--- src/rtl/vga_timing_rx.sv ---
// -----------------------------------------------------------------------------
// vga_timing_rx
//   Receive end of a VGA timing link. Samples hsync/vsync/valid/RGB444,
//   recovers active-pixel coordinates, measures line and frame geometry and
//   reports lock against the expected geometry.
//
//   Optional feature macro: VGA_RX_CHECKSUM_EN
//     defined   : frame_sum carries a 16-bit wrapping sum of the pixels of the
//                 last completed frame.
//     undefined : frame_sum is tied to 0 and no accumulator is built.
//
// Ports
//   vga_clk       in   pixel clock
//   rst           in   synchronous reset, active-high
//   vga_hsync     in   line sync, active-low
//   vga_vsync     in   frame sync, active-low
//   vga_valid     in   active-pixel qualifier
//   vga_data      in   RGB444 pixel
//   pix_data      out  registered pixel, 0 outside active video
//   pix_valid     out  registered vga_valid
//   pixel_x       out  column within the active line, 10'h3FF when not valid
//   pixel_y       out  active-line index within the frame, 10'h3FF when not valid
//   line_start    out  one-cycle pulse per hsync falling edge
//   frame_start   out  one-cycle pulse per vsync falling edge
//   h_total_meas  out  clocks in the last completed line
//   v_total_meas  out  lines in the last completed frame
//   locked        out  geometry matches the parameters
//   err           out  one-cycle pulse on geometry mismatch or line timeout
//   frame_sum     out  per-frame pixel checksum (checksum build only)
//
// Every output is registered two clocks after the input event that causes it.
// -----------------------------------------------------------------------------
module vga_timing_rx #(
   parameter int H_TOTAL     = 800,
   parameter int V_TOTAL     = 525,
   parameter int H_ACTIVE    = 640,
   parameter int V_ACTIVE    = 480,
   parameter int LOCK_FRAMES = 2
) (
   input  logic        vga_clk,
   input  logic        rst,
   input  logic        vga_hsync,
   input  logic        vga_vsync,
   input  logic        vga_valid,
   input  logic [11:0] vga_data,
   output logic [11:0] pix_data,
   output logic        pix_valid,
   output logic [9:0]  pixel_x,
   output logic [9:0]  pixel_y,
   output logic        line_start,
   output logic        frame_start,
   output logic [10:0] h_total_meas,
   output logic [9:0]  v_total_meas,
   output logic        locked,
   output logic        err,
   output logic [15:0] frame_sum
);

   localparam logic [10:0] H_TOTAL_C  = 11'(H_TOTAL);
   localparam logic [10:0] H_ACTIVE_C = 11'(H_ACTIVE);
   localparam logic [9:0]  V_TOTAL_C  = 10'(V_TOTAL);
   localparam logic [9:0]  V_ACTIVE_C = 10'(V_ACTIVE);
   localparam logic [10:0] TIMEOUT_C  = 11'(2 * H_TOTAL - 1);
   localparam logic [7:0]  LOCK_C     = 8'(LOCK_FRAMES);

   typedef enum logic [1:0] {
      S_IDLE    = 2'd0,
      S_MEASURE = 2'd1,
      S_LOCKED  = 2'd2
   } state_t;

   // Increment that sticks at the top of the 11-bit range.
   function automatic logic [10:0] sat_inc11(input logic [10:0] v);
      return (v == 11'h7FF) ? v : v + 11'd1;
   endfunction

   // Stage A: raw input registers
   logic        hs_a_q, hs_a_d;
   logic        vs_a_q, vs_a_d;
   logic        vld_a_q, vld_a_d;
   logic [11:0] dat_a_q, dat_a_d;
   // Stage B: previous stage-A sync levels for edge detection
   logic        hs_b_q, hs_b_d;
   logic        vs_b_q, vs_b_d;

   // Geometry measurement state
   logic [10:0] h_cnt_q, h_cnt_d;
   logic [9:0]  v_cnt_q, v_cnt_d;
   logic [10:0] act_cnt_q, act_cnt_d;
   logic [9:0]  x_cnt_q, x_cnt_d;
   logic [9:0]  y_cnt_q, y_cnt_d;
   logic        line_bad_acc_q, line_bad_acc_d;
   logic [7:0]  good_cnt_q, good_cnt_d;
   state_t      state_q, state_d;

   // Output registers
   logic [11:0] pix_data_q, pix_data_d;
   logic        pix_valid_q, pix_valid_d;
   logic [9:0]  pixel_x_q, pixel_x_d;
   logic [9:0]  pixel_y_q, pixel_y_d;
   logic        line_start_q, line_start_d;
   logic        frame_start_q, frame_start_d;
   logic [10:0] h_total_meas_q, h_total_meas_d;
   logic [9:0]  v_total_meas_q, v_total_meas_d;
   logic        locked_q, locked_d;
   logic        err_q, err_d;

   // Decoded events and per-line/per-frame judgements
   logic        hs_fall, vs_fall, vld_end;
   logic [10:0] h_meas_new, line_width;
   logic [9:0]  v_meas_new, act_lines;
   logic [9:0]  x_eff, y_eff;
   logic        line_bad, frame_bad, timeout, drop;

   // Stage A/B -> events and datapath
   always_comb begin
      hs_a_d  = vga_hsync;
      vs_a_d  = vga_vsync;
      vld_a_d = vga_valid;
      dat_a_d = vga_data;
      hs_b_d  = hs_a_q;
      vs_b_d  = vs_a_q;

      hs_fall = ~hs_a_q & hs_b_q;
      vs_fall = ~vs_a_q & vs_b_q;
      // pix_valid_q holds the previous stage-A valid, so this marks the first
      // blank cycle after an active run.
      vld_end = ~vld_a_q & pix_valid_q;

      // The cycle on which a fall is seen closes the old line, so its count
      // and its pixel (if any) belong to the line being judged.
      h_meas_new = sat_inc11(h_cnt_q);
      line_width = vld_a_q ? sat_inc11(act_cnt_q) : act_cnt_q;
      line_bad   = (h_meas_new != H_TOTAL_C) ||
                   ((line_width != 11'd0) && (line_width != H_ACTIVE_C));

      v_meas_new = v_cnt_q + 10'd1;
      act_lines  = y_cnt_q + {9'd0, vld_end};

      h_cnt_d        = hs_fall ? 11'd0 : sat_inc11(h_cnt_q);
      act_cnt_d      = hs_fall ? 11'd0 : line_width;
      h_total_meas_d = hs_fall ? h_meas_new : h_total_meas_q;

      // vsync wins when both syncs fall on the same cycle.
      if (vs_fall) begin
         v_cnt_d = 10'd0;
      end else if (hs_fall) begin
         v_cnt_d = v_cnt_q + 10'd1;
      end else begin
         v_cnt_d = v_cnt_q;
      end
      v_total_meas_d = vs_fall ? v_meas_new : v_total_meas_q;

      timeout = (h_cnt_q == TIMEOUT_C) && !hs_fall;

      // Pixel coordinates: the cycle carrying a fall already belongs to the
      // new line/frame for addressing purposes.
      x_eff   = hs_fall ? 10'd0 : x_cnt_q;
      y_eff   = vs_fall ? 10'd0 : y_cnt_q;
      x_cnt_d = vld_a_q ? x_eff + 10'd1 : x_eff;
      if (vs_fall) begin
         y_cnt_d = 10'd0;
      end else if (vld_end) begin
         y_cnt_d = y_cnt_q + 10'd1;
      end else begin
         y_cnt_d = y_cnt_q;
      end

      pix_valid_d   = vld_a_q;
      pix_data_d    = vld_a_q ? dat_a_q : 12'h000;
      pixel_x_d     = vld_a_q ? x_eff : 10'h3FF;
      pixel_y_d     = vld_a_q ? y_eff : 10'h3FF;
      line_start_d  = hs_fall;
      frame_start_d = vs_fall;
   end

   // Lock FSM: next state and flags
   always_comb begin
      state_d    = state_q;
      good_cnt_d = good_cnt_q;
      err_d      = 1'b0;
      drop       = 1'b0;

      frame_bad = (v_meas_new != V_TOTAL_C) || line_bad_acc_q ||
                  (hs_fall && line_bad) || (act_lines != V_ACTIVE_C);

      unique case (state_q)
         S_IDLE: begin
            // The frame in progress at reset is never judged.
            if (vs_fall) begin
               state_d    = S_MEASURE;
               good_cnt_d = 8'd0;
            end
         end
         S_MEASURE: begin
            if (vs_fall) begin
               if (frame_bad) begin
                  good_cnt_d = 8'd0;
                  err_d      = 1'b1;
               end else begin
                  good_cnt_d = good_cnt_q + 8'd1;
                  if (good_cnt_q + 8'd1 >= LOCK_C) begin
                     state_d = S_LOCKED;
                  end
               end
            end
         end
         S_LOCKED: begin
            if ((hs_fall && line_bad) || (vs_fall && frame_bad)) begin
               state_d    = S_MEASURE;
               good_cnt_d = 8'd0;
               err_d      = 1'b1;
               drop       = 1'b1;
            end
         end
         default: begin
            state_d    = S_IDLE;
            good_cnt_d = 8'd0;
         end
      endcase

      // h_cnt passes the timeout value only once before saturating, so a
      // held-high hsync produces a single err pulse.
      if (timeout) begin
         state_d    = S_IDLE;
         good_cnt_d = 8'd0;
         err_d      = 1'b1;
      end

      // A bad line that knocks us out of lock has already been reported;
      // the remainder of that frame is judged afresh.
      if (vs_fall || drop) begin
         line_bad_acc_d = 1'b0;
      end else begin
         line_bad_acc_d = line_bad_acc_q | (hs_fall & line_bad);
      end

      locked_d = (state_d == S_LOCKED);
   end

   // Registers: stage A/B, counters, outputs
   always_ff @(posedge vga_clk) begin
      if (rst) begin
         hs_a_q         <= 1'b1;
         vs_a_q         <= 1'b1;
         hs_b_q         <= 1'b1;
         vs_b_q         <= 1'b1;
         vld_a_q        <= 1'b0;
         dat_a_q        <= 12'h000;
         h_cnt_q        <= 11'd0;
         v_cnt_q        <= 10'd0;
         act_cnt_q      <= 11'd0;
         x_cnt_q        <= 10'd0;
         y_cnt_q        <= 10'd0;
         line_bad_acc_q <= 1'b0;
         good_cnt_q     <= 8'd0;
         state_q        <= S_IDLE;
         pix_data_q     <= 12'h000;
         pix_valid_q    <= 1'b0;
         pixel_x_q      <= 10'h3FF;
         pixel_y_q      <= 10'h3FF;
         line_start_q   <= 1'b0;
         frame_start_q  <= 1'b0;
         h_total_meas_q <= 11'd0;
         v_total_meas_q <= 10'd0;
         locked_q       <= 1'b0;
         err_q          <= 1'b0;
      end else begin
         hs_a_q         <= hs_a_d;
         vs_a_q         <= vs_a_d;
         hs_b_q         <= hs_b_d;
         vs_b_q         <= vs_b_d;
         vld_a_q        <= vld_a_d;
         dat_a_q        <= dat_a_d;
         h_cnt_q        <= h_cnt_d;
         v_cnt_q        <= v_cnt_d;
         act_cnt_q      <= act_cnt_d;
         x_cnt_q        <= x_cnt_d;
         y_cnt_q        <= y_cnt_d;
         line_bad_acc_q <= line_bad_acc_d;
         good_cnt_q     <= good_cnt_d;
         state_q        <= state_d;
         pix_data_q     <= pix_data_d;
         pix_valid_q    <= pix_valid_d;
         pixel_x_q      <= pixel_x_d;
         pixel_y_q      <= pixel_y_d;
         line_start_q   <= line_start_d;
         frame_start_q  <= frame_start_d;
         h_total_meas_q <= h_total_meas_d;
         v_total_meas_q <= v_total_meas_d;
         locked_q       <= locked_d;
         err_q          <= err_d;
      end
   end

`ifdef VGA_RX_CHECKSUM_EN
   logic [15:0] sum_q, sum_d;
   logic [15:0] frame_sum_q, frame_sum_d;

   // The pixel on the vsync-fall cycle opens the new frame's sum.
   always_comb begin
      if (vs_fall) begin
         sum_d       = {4'h0, pix_data_d};
         frame_sum_d = sum_q;
      end else begin
         sum_d       = sum_q + {4'h0, pix_data_d};
         frame_sum_d = frame_sum_q;
      end
   end

   always_ff @(posedge vga_clk) begin
      if (rst) begin
         sum_q       <= 16'h0000;
         frame_sum_q <= 16'h0000;
      end else begin
         sum_q       <= sum_d;
         frame_sum_q <= frame_sum_d;
      end
   end

   assign frame_sum = frame_sum_q;
`else
   assign frame_sum = 16'h0000;
`endif

   assign pix_data     = pix_data_q;
   assign pix_valid    = pix_valid_q;
   assign pixel_x      = pixel_x_q;
   assign pixel_y      = pixel_y_q;
   assign line_start   = line_start_q;
   assign frame_start  = frame_start_q;
   assign h_total_meas = h_total_meas_q;
   assign v_total_meas = v_total_meas_q;
   assign locked       = locked_q;
   assign err          = err_q;

endmodule
--- config.mk ---
export PLATFORM = sky130hd
export DESIGN_NAME = vga_timing_rx
export DESIGN_NICKNAME = d
export VERILOG_FILES = /design/src/rtl/vga_timing_rx.sv
export SDC_FILE = /design/constraint.sdc
export NUM_CORES = 1
export LEC_CHECK = 0
export BUFFER_PORTS_ARGS = -buffer_cell sky130_fd_sc_hd__buf_2
export CAP_MARGIN = 15
export CORE_MARGIN = 8
export CORE_UTILIZATION = 59
export CTS_BUF_LIST = sky130_fd_sc_hd__clkbuf_8
export DETAILED_ROUTE_END_ITERATION = 10
export PLACE_DENSITY = 0.82
export RECOVER_POWER = 50
export SYNTH_ARGS = -nofsm -noshare
export SYNTH_HDL_FRONTEND = slang
export SYNTH_SLANG_ARGS = --single-unit
--- constraint.sdc ---
create_clock -name vga_clk -period 3.2 [get_ports vga_clk]
set_input_delay 0.8 -clock vga_clk [delete_from_list [all_inputs] [get_ports vga_clk]]
set_output_delay 0.8 -clock vga_clk [all_outputs]
set_load 0.03 [all_outputs]
==> impl_metrics.yaml, run 1 <==
detailed_routing:
  wl_per_cell_um: 15.1
  vias: 5089
  drtAntennaViolNets: 0
  drtIter0Drc: 417
  drc: 0
  first_pass_iters: 5
  wirelength_um: 13900
  vias_per_cell: 5.55
layout:
  nFillCells: 845
  n_antenna_cell: 0
  fin_util_pct: 67.1
  drive_gt1_share_pct: 11.1
  fin_cells: 917
  fin_nets: 800
  syn_to_final_growth_pct: 12.2
timing:
  maxSlewViolCount: 0
  setup_viol: 0
  relSlewSlack_pct: 26.1
  fin_ws_ns: 0.199
  tns_ns: 0
  hold_violations: 0
  worstMarginPinSlew_ns: 1.11
  fmax_mhz: 333
  skew_ns: 0.0125
  period_needed_ns: 3.00
  fin_crit_sh_pct: 93.8
  rsz0062_at_grt: "no"
cts:
  clk_pin_slew_ns: 0.08
  cts_htree_levels: 4
  clk_latency_ns: 0.45
  hold_buffers: 0
  cts-root-buf: "clkbuf_8"
  cts_tree: "yes"
  cts_buffers: 17
  clockBufferDepth: 2
  cts_sinks: 138
synth:
  yosysWarnings: 0
  synth_most_common_cell: "dfxtp_1"
  async_flop_share_pct: 0
  synth_area_um2: 6060
  yosys.area.top_type: "dfxtp_1"
  synth_top_area_share_pct: 45.6
  netlist_instances: 704
  synthFlopType: "dfxtp_1"
  synth_cell_types: 65
  postSynthAreaPerCell_um2: 8.61
  ys_top_cells_by_count: "dfxtp_1 (138), nand2_1 (97), nor2_1 (68)"
  ys_seq_area_share_pct: 45.6
  ys_ff_latch: 138
  synth-edff-count: 0
  synth.area.top_cells: "dfxtp_1 (46%), nand2_1 (6.0%), nor2_1 (4.2%)"
die:
  placementRows: 37
  die_y_um: 117
  fp.dieW_um: 117
  core_um2: 10100
  ios: 91
  initial_core_util_pct: 59.8
  dieArea_um2: 13800
worst_hold_path:
  hp-class: "reg -> reg"
place:
  port_buffers: 74
  gp_congestion: 0.963
  placed_cells: 886
  dp_hpwl_um: 9950
  placement.setup.worst_slack_ns: 0.128
worst_setup_path:
  endpoint_kind: "register"
  crit_type: "reg -> reg"
  crit_fanout: 8
  cp_data_required_time_ns: 3.58
  worstPathArrival_ns: 3.38
  startpoint_type: "register"
power:
  power_uw: 3510
  pwr_density_cell_nw_per_um2: 516
  p_leak_uw: 0.00257
  ir_worst_vdd_v: 0.000250
global_route:
  grt_overflow_total: 0
  antenna_found_initial: 0
  grt_usage_pct: 20.0
  grt_pass1_vias: 4897
  grt_max_degree: 24
  grt_pass1_wl_um: 23100
run_status:
  outcome: "complete, no violations"
flow_run:
  cap_violations: 0
-- area by class of cell --
class / count / area [µm²] / area share [%]
flip-flops and latches: 138 / 2760 / 40.6
inverters: 21 / 78.8 / 1.16
well taps: 136 / 170 / 2.50
clock inverters: 13 / 176 / 2.59
multi-input cells: 508 / 2990 / 44.0
clock buffers: 18 / 248 / 3.64
repair buffers: 83 / 373 / 5.48
-- critical path: stages, from the launching register on --
cell and delay [ns]:
dfxtp_1 0.48, ha_2 0.32, nand3_1 0.13, or2_2 0.31, a21oi_1 0.26, nand4_1 0.13, or4_4 0.54, and2_4 0.22
or3_1 0.40, mux2i_1 0.13
-- flip-flops by register name (all words and copies together) (netlist names), 2 cells and up --
| name | flops |
|---|---|
| good_cnt_q | 8 |
| h_cnt_q | 11 |
| act_cnt_q | 11 |
| pix_data | 12 |
| v_total_meas | 10 |
| y_cnt_q | 10 |
| state_q | 2 |
| pixel_x | 10 |
| dat_a_q | 12 |
| v_cnt_q | 10 |
| x_cnt_q | 10 |
| h_total_meas | 11 |
| pixel_y | 10 |
-- worst paths after layout --
path | startpoint | endpoint | slack [ns] | cells after the start
hold reg to reg | dat_a_q[9] | pix_data[9] | 0.43 | 1
setup / recovery | h_cnt_q[0] | good_cnt_q[0] | 0.20 | 9
setup reg to reg | h_cnt_q[0] | good_cnt_q[0] | 0.20 | 9
hold / removal | dat_a_q[9] | pix_data[9] | 0.43 | 1
-- report_power, final --
group	total (µW)	switching [µW]	leakage [µW]	internal, µW
Sequential	1780	22.8	0.00112	1750
Combinational	219	160	0.00123	58.4
Clock	1510	655	0.000216	859
Total	3510	838	0.00257	2670
-- layer usage --
metal / routed length [µm] / GRT usage [%] / vias to the layer above
li1: - / - / 2510
met1: 6050 / 23.6 / 2366
met2: 6620 / 32.7 / 184
met3: 866 / 5.95 / 29
met4: 318 / 9.65 / 0
met5: 0 / 0 / -
-- through the flow --
stage                     cell area (µm²)  hold WS [ns]
after global placement               6440         0.408
after detailed placement             6440         0.412
after global routing                 6800         0.445
final                                6800         0.427
after floorplan                      6120         0.406
after CTS                            6860         0.431
-- cells in the final DEF, fill, tap and decap left out, types with 18 or more instances in the layout --
cell and count:
a21oi_1 23, and2_1 18, buf_2 27, clkbuf_1 48, clkbuf_8 18, dfxtp_1 138
inv_1 22, nand2_1 97, nand3_1 31, nor2_1 68, nor2b_1 21, o21ai_0 36
xnor2_1 18, xor2_1 22
-- kinds of logic after synthesis --
group / count (synthesis) / share of synthesized area (%)
buffers and inverters: 73 / 6.13
AOI/OAI and AO/OA: 108 / 11.9
DFF: 138 / 45.6
muxes: 10 / 1.67
other: 1 / 0.0619
adders and majority gates: 14 / 2.89
and+or+nand+nor: 320 / 26.0
xor gates and xnor gates: 40 / 5.78
-- timing repair --
item / in CTS / in global routing
endpoints found under the setup margin: 0 / 10
hold endpoints to repair: 0 / 0
resized for setup: 0 / 3
buffers inserted: 0 / 0
(Power assumes the default switching activity.)
==> run 2: changes to the inputs <==
--- a/config.mk
+++ b/config.mk
@@ -8,10 +8,10 @@
 export BUFFER_PORTS_ARGS = -buffer_cell sky130_fd_sc_hd__buf_2
 export CAP_MARGIN = 15
 export CORE_MARGIN = 8
-export CORE_UTILIZATION = 59
+export CORE_UTILIZATION = 53
 export CTS_BUF_LIST = sky130_fd_sc_hd__clkbuf_8
 export DETAILED_ROUTE_END_ITERATION = 10
-export PLACE_DENSITY = 0.82
+export PLACE_DENSITY = 0.78
 export RECOVER_POWER = 50
 export SYNTH_ARGS = -nofsm -noshare
 export SYNTH_HDL_FRONTEND = slang
==> constraint.sdc (replaced) <==
create_clock -name vga_clk -period 2.6 [get_ports vga_clk]
set_input_delay 0.65 -clock vga_clk [delete_from_list [all_inputs] [get_ports vga_clk]]
set_output_delay 0.65 -clock vga_clk [all_outputs]
set_load 0.03 [all_outputs]
==> run 2 against run 1 <==
Net effect:
- power up 12%
- critical path type unchanged
- worst hold slack worse by 0.028 ns
- routed wire length up 0.33%
- clock skew down 0.0038 ns
- worst setup slack worse by 0.25 ns
- highest routed layer unchanged
- non-clock buffer count up 57
- the run now ends with negative setup slack left
- global-route usage down 1.1 points
- critical path depth down 1
==> impl_metrics.yaml, run 2 (same netlist as run 1, synthesis figures left out) <==
layout:
  final-seq-area_um2: 2790
  multiInputGateArea_um2: 3140
  final_area_um2: 7360
  nFillCells: 941
  syn_to_final_growth_pct: 21.5
  n_antenna_cell: 0
  mostFrequentLayoutCells: "dfxtp_1 (128), nand2_1 (95), buf_2 (73)"
  fin_nets: 857
  final_common_cell: "dfxtp_1"
  fin_cells: 980
  drive_gt1_share_pct: 26.4
die:
  ios: 91
  dieArea_um2: 15100
  initial_core_util_pct: 53.8
  die_y_um: 123
  core_um2: 11300
  placementRows: 39
  fp.dieW_um: 123
power:
  ir_worst_vdd_v: 0.000394
  clock_power_share_pct: 36.8
  intPower_uw: 2930
  p_sw_uw: 996
  p_leak_uw: 0.00298
  power_uw: 3930
  switching_share_pct: 25.4
  pwr_density_cell_nw_per_um2: 533
  power_frac_seq_pct: 55.4
  p_comb_share_pct: 7.8
timing:
  hold_violations: 0
  setup_viol: 5
  fmax_mhz: 377
  fin_ws_ns: -0.0519
  relSlewSlack_pct: 15.9
  period_needed_ns: 2.65
  worstMarginPinSlew_ns: 1.26
  maxSlewViolCount: 0
  fin_crit_sh_pct: 102
  tns_ns: -0.172
  rsz0062_at_grt: "yes"
  skew_ns: 0.00871
global_route:
  grt_pass1_wl_um: 23100
  grt_pass1_vias: 5074
  antenna_found_initial: 0
  grt_usage_pct: 18.9
  grt_max_degree: 28
  grt_overflow_total: 0
cts:
  cts-root-buf: "clkbuf_8"
  cts_tree: "yes"
  cts_htree_levels: 4
  hold_buffers: 0
  clk_pin_slew_ns: 0.07
  clockBufferDepth: 2
  cts_sinks: 138
  cts_buffers: 17
  clk_latency_ns: 0.44
detailed_routing:
  drc: 0
  drtIter0Drc: 324
  vias_per_cell: 5.31
  drtAntennaViolNets: 0
  wl_per_cell_um: 14.2
  wirelength_um: 13900
  vias: 5202
  first_pass_iters: 5
worst_setup_path:
  timing.rr.end: "good_cnt_q[0]"
  reg2reg_slack_ns: -0.05
  cp_slowest_stage_delay_ns: 0.55
  r2r_cells: 8
  startpoint_type: "register"
  cp_num_buf_inv: 0
  r2r-start: "h_cnt_q[5]"
  critPathSlowestCell: "or4_4"
  endpoint_kind: "register"
  worstPathArrival_ns: 3.02
  cp_data_required_time_ns: 2.97
  path_common_cell: "a41oi_2"
  crit_type: "reg -> reg"
  cp_cell_sequence: "and4_4 -> a41oi_2 -> a41oi_2 -> or4_1 -> or4_4 -> and2_4 -> or3_4 -> mux2i_1"
  crit_fanout: 6
  cp_top_family: "simple AND/OR/NAND/NOR gates"
place:
  placed_cells: 947
  dp_hpwl_um: 10200
  dpl_cell_area_um2: 6910
  port_buffers: 74
  placement.setup.worst_slack_ns: -0.149
  gp_congestion: 0.871
worst_hold_path:
  min_to: "hs_a_q"
  worstHoldPathCells: 2
  min_from: "vga_hsync"
  hp-class: "in -> reg"
run_status:
  violations: "negative setup slack"
  outcome: "finished, violations left"
flow_run:
  cap_violations: 0
-- run 2: changes by cell type in the layout (fill, tap and decap cells not counted), sizes merged --
cell      before  now
clkbuf        67   26
buf           34  133
clkinv         5    8
clkinvlp       2    1
bufinv         4    0
-- run 2: per-layer routing --
| layer | global-route usage, % | up-vias | share of wire (%) |
|---|---|---|---|
| met5 | 0 | - | 0 |
| met4 | 8.38 | 0 | 1.6 |
| met3 | 4.52 | 15 | 6.3 |
| met2 | 31.2 | 136 | 48 |
| met1 | 23.2 | 2439 | 44 |
| li1 | - | 2612 | - |
-- run 2: per-stage QoR --
step | hold slack, ns | utilization [%]
after floorplan | 0.406 | -
after global placement | 0.408 | 61.3
after detailed placement | 0.414 | 61.3
after CTS | 0.374 | 64.7
after global routing | 0.387 | 65.3
final | 0.400 | 65.3
-- run 2: layout make-up --
cell class / instances / share of cell area (%)
flip-flops and latches: 138 / 37.9
multi-input cells: 508 / 42.6
clock buffers: 19 / 3.55
clock inverters: 11 / 0.799
well taps: 143 / 2.43
repair buffers: 140 / 11.7
inverters: 21 / 1.07
-- run 2: power groups by stage --
stage	sequential [µW]	clock, µW	combinational (µW)
after floorplan	2270	0	177
after global placement	2230	0	293
after detailed placement	2230	0	299
after CTS	2180	1480	306
after global routing	2180	1570	335
final	2180	1440	306
-- run 2: worst max-delay path by stage --
stage	from	end	depth (start not counted)
floorplan	h_cnt_q[0]	good_cnt_q[0]	11
global placement	h_cnt_q[5]	good_cnt_q[3]	8
detailed placement	h_cnt_q[5]	locked	8
CTS	h_cnt_q[5]	good_cnt_q[0]	8
global route	pix_valid	locked	12
finish	h_cnt_q[5]	good_cnt_q[0]	8
-- run 2: timing repair --
| item | 4_1_cts | 5_1_grt |
|---|---|---|
| endpoints found under the setup margin | 11 | 13 |
| gates resized for setup | 16 | 19 |
| pin swaps | 7 | 5 |
| setup buffers | 1 | 2 |
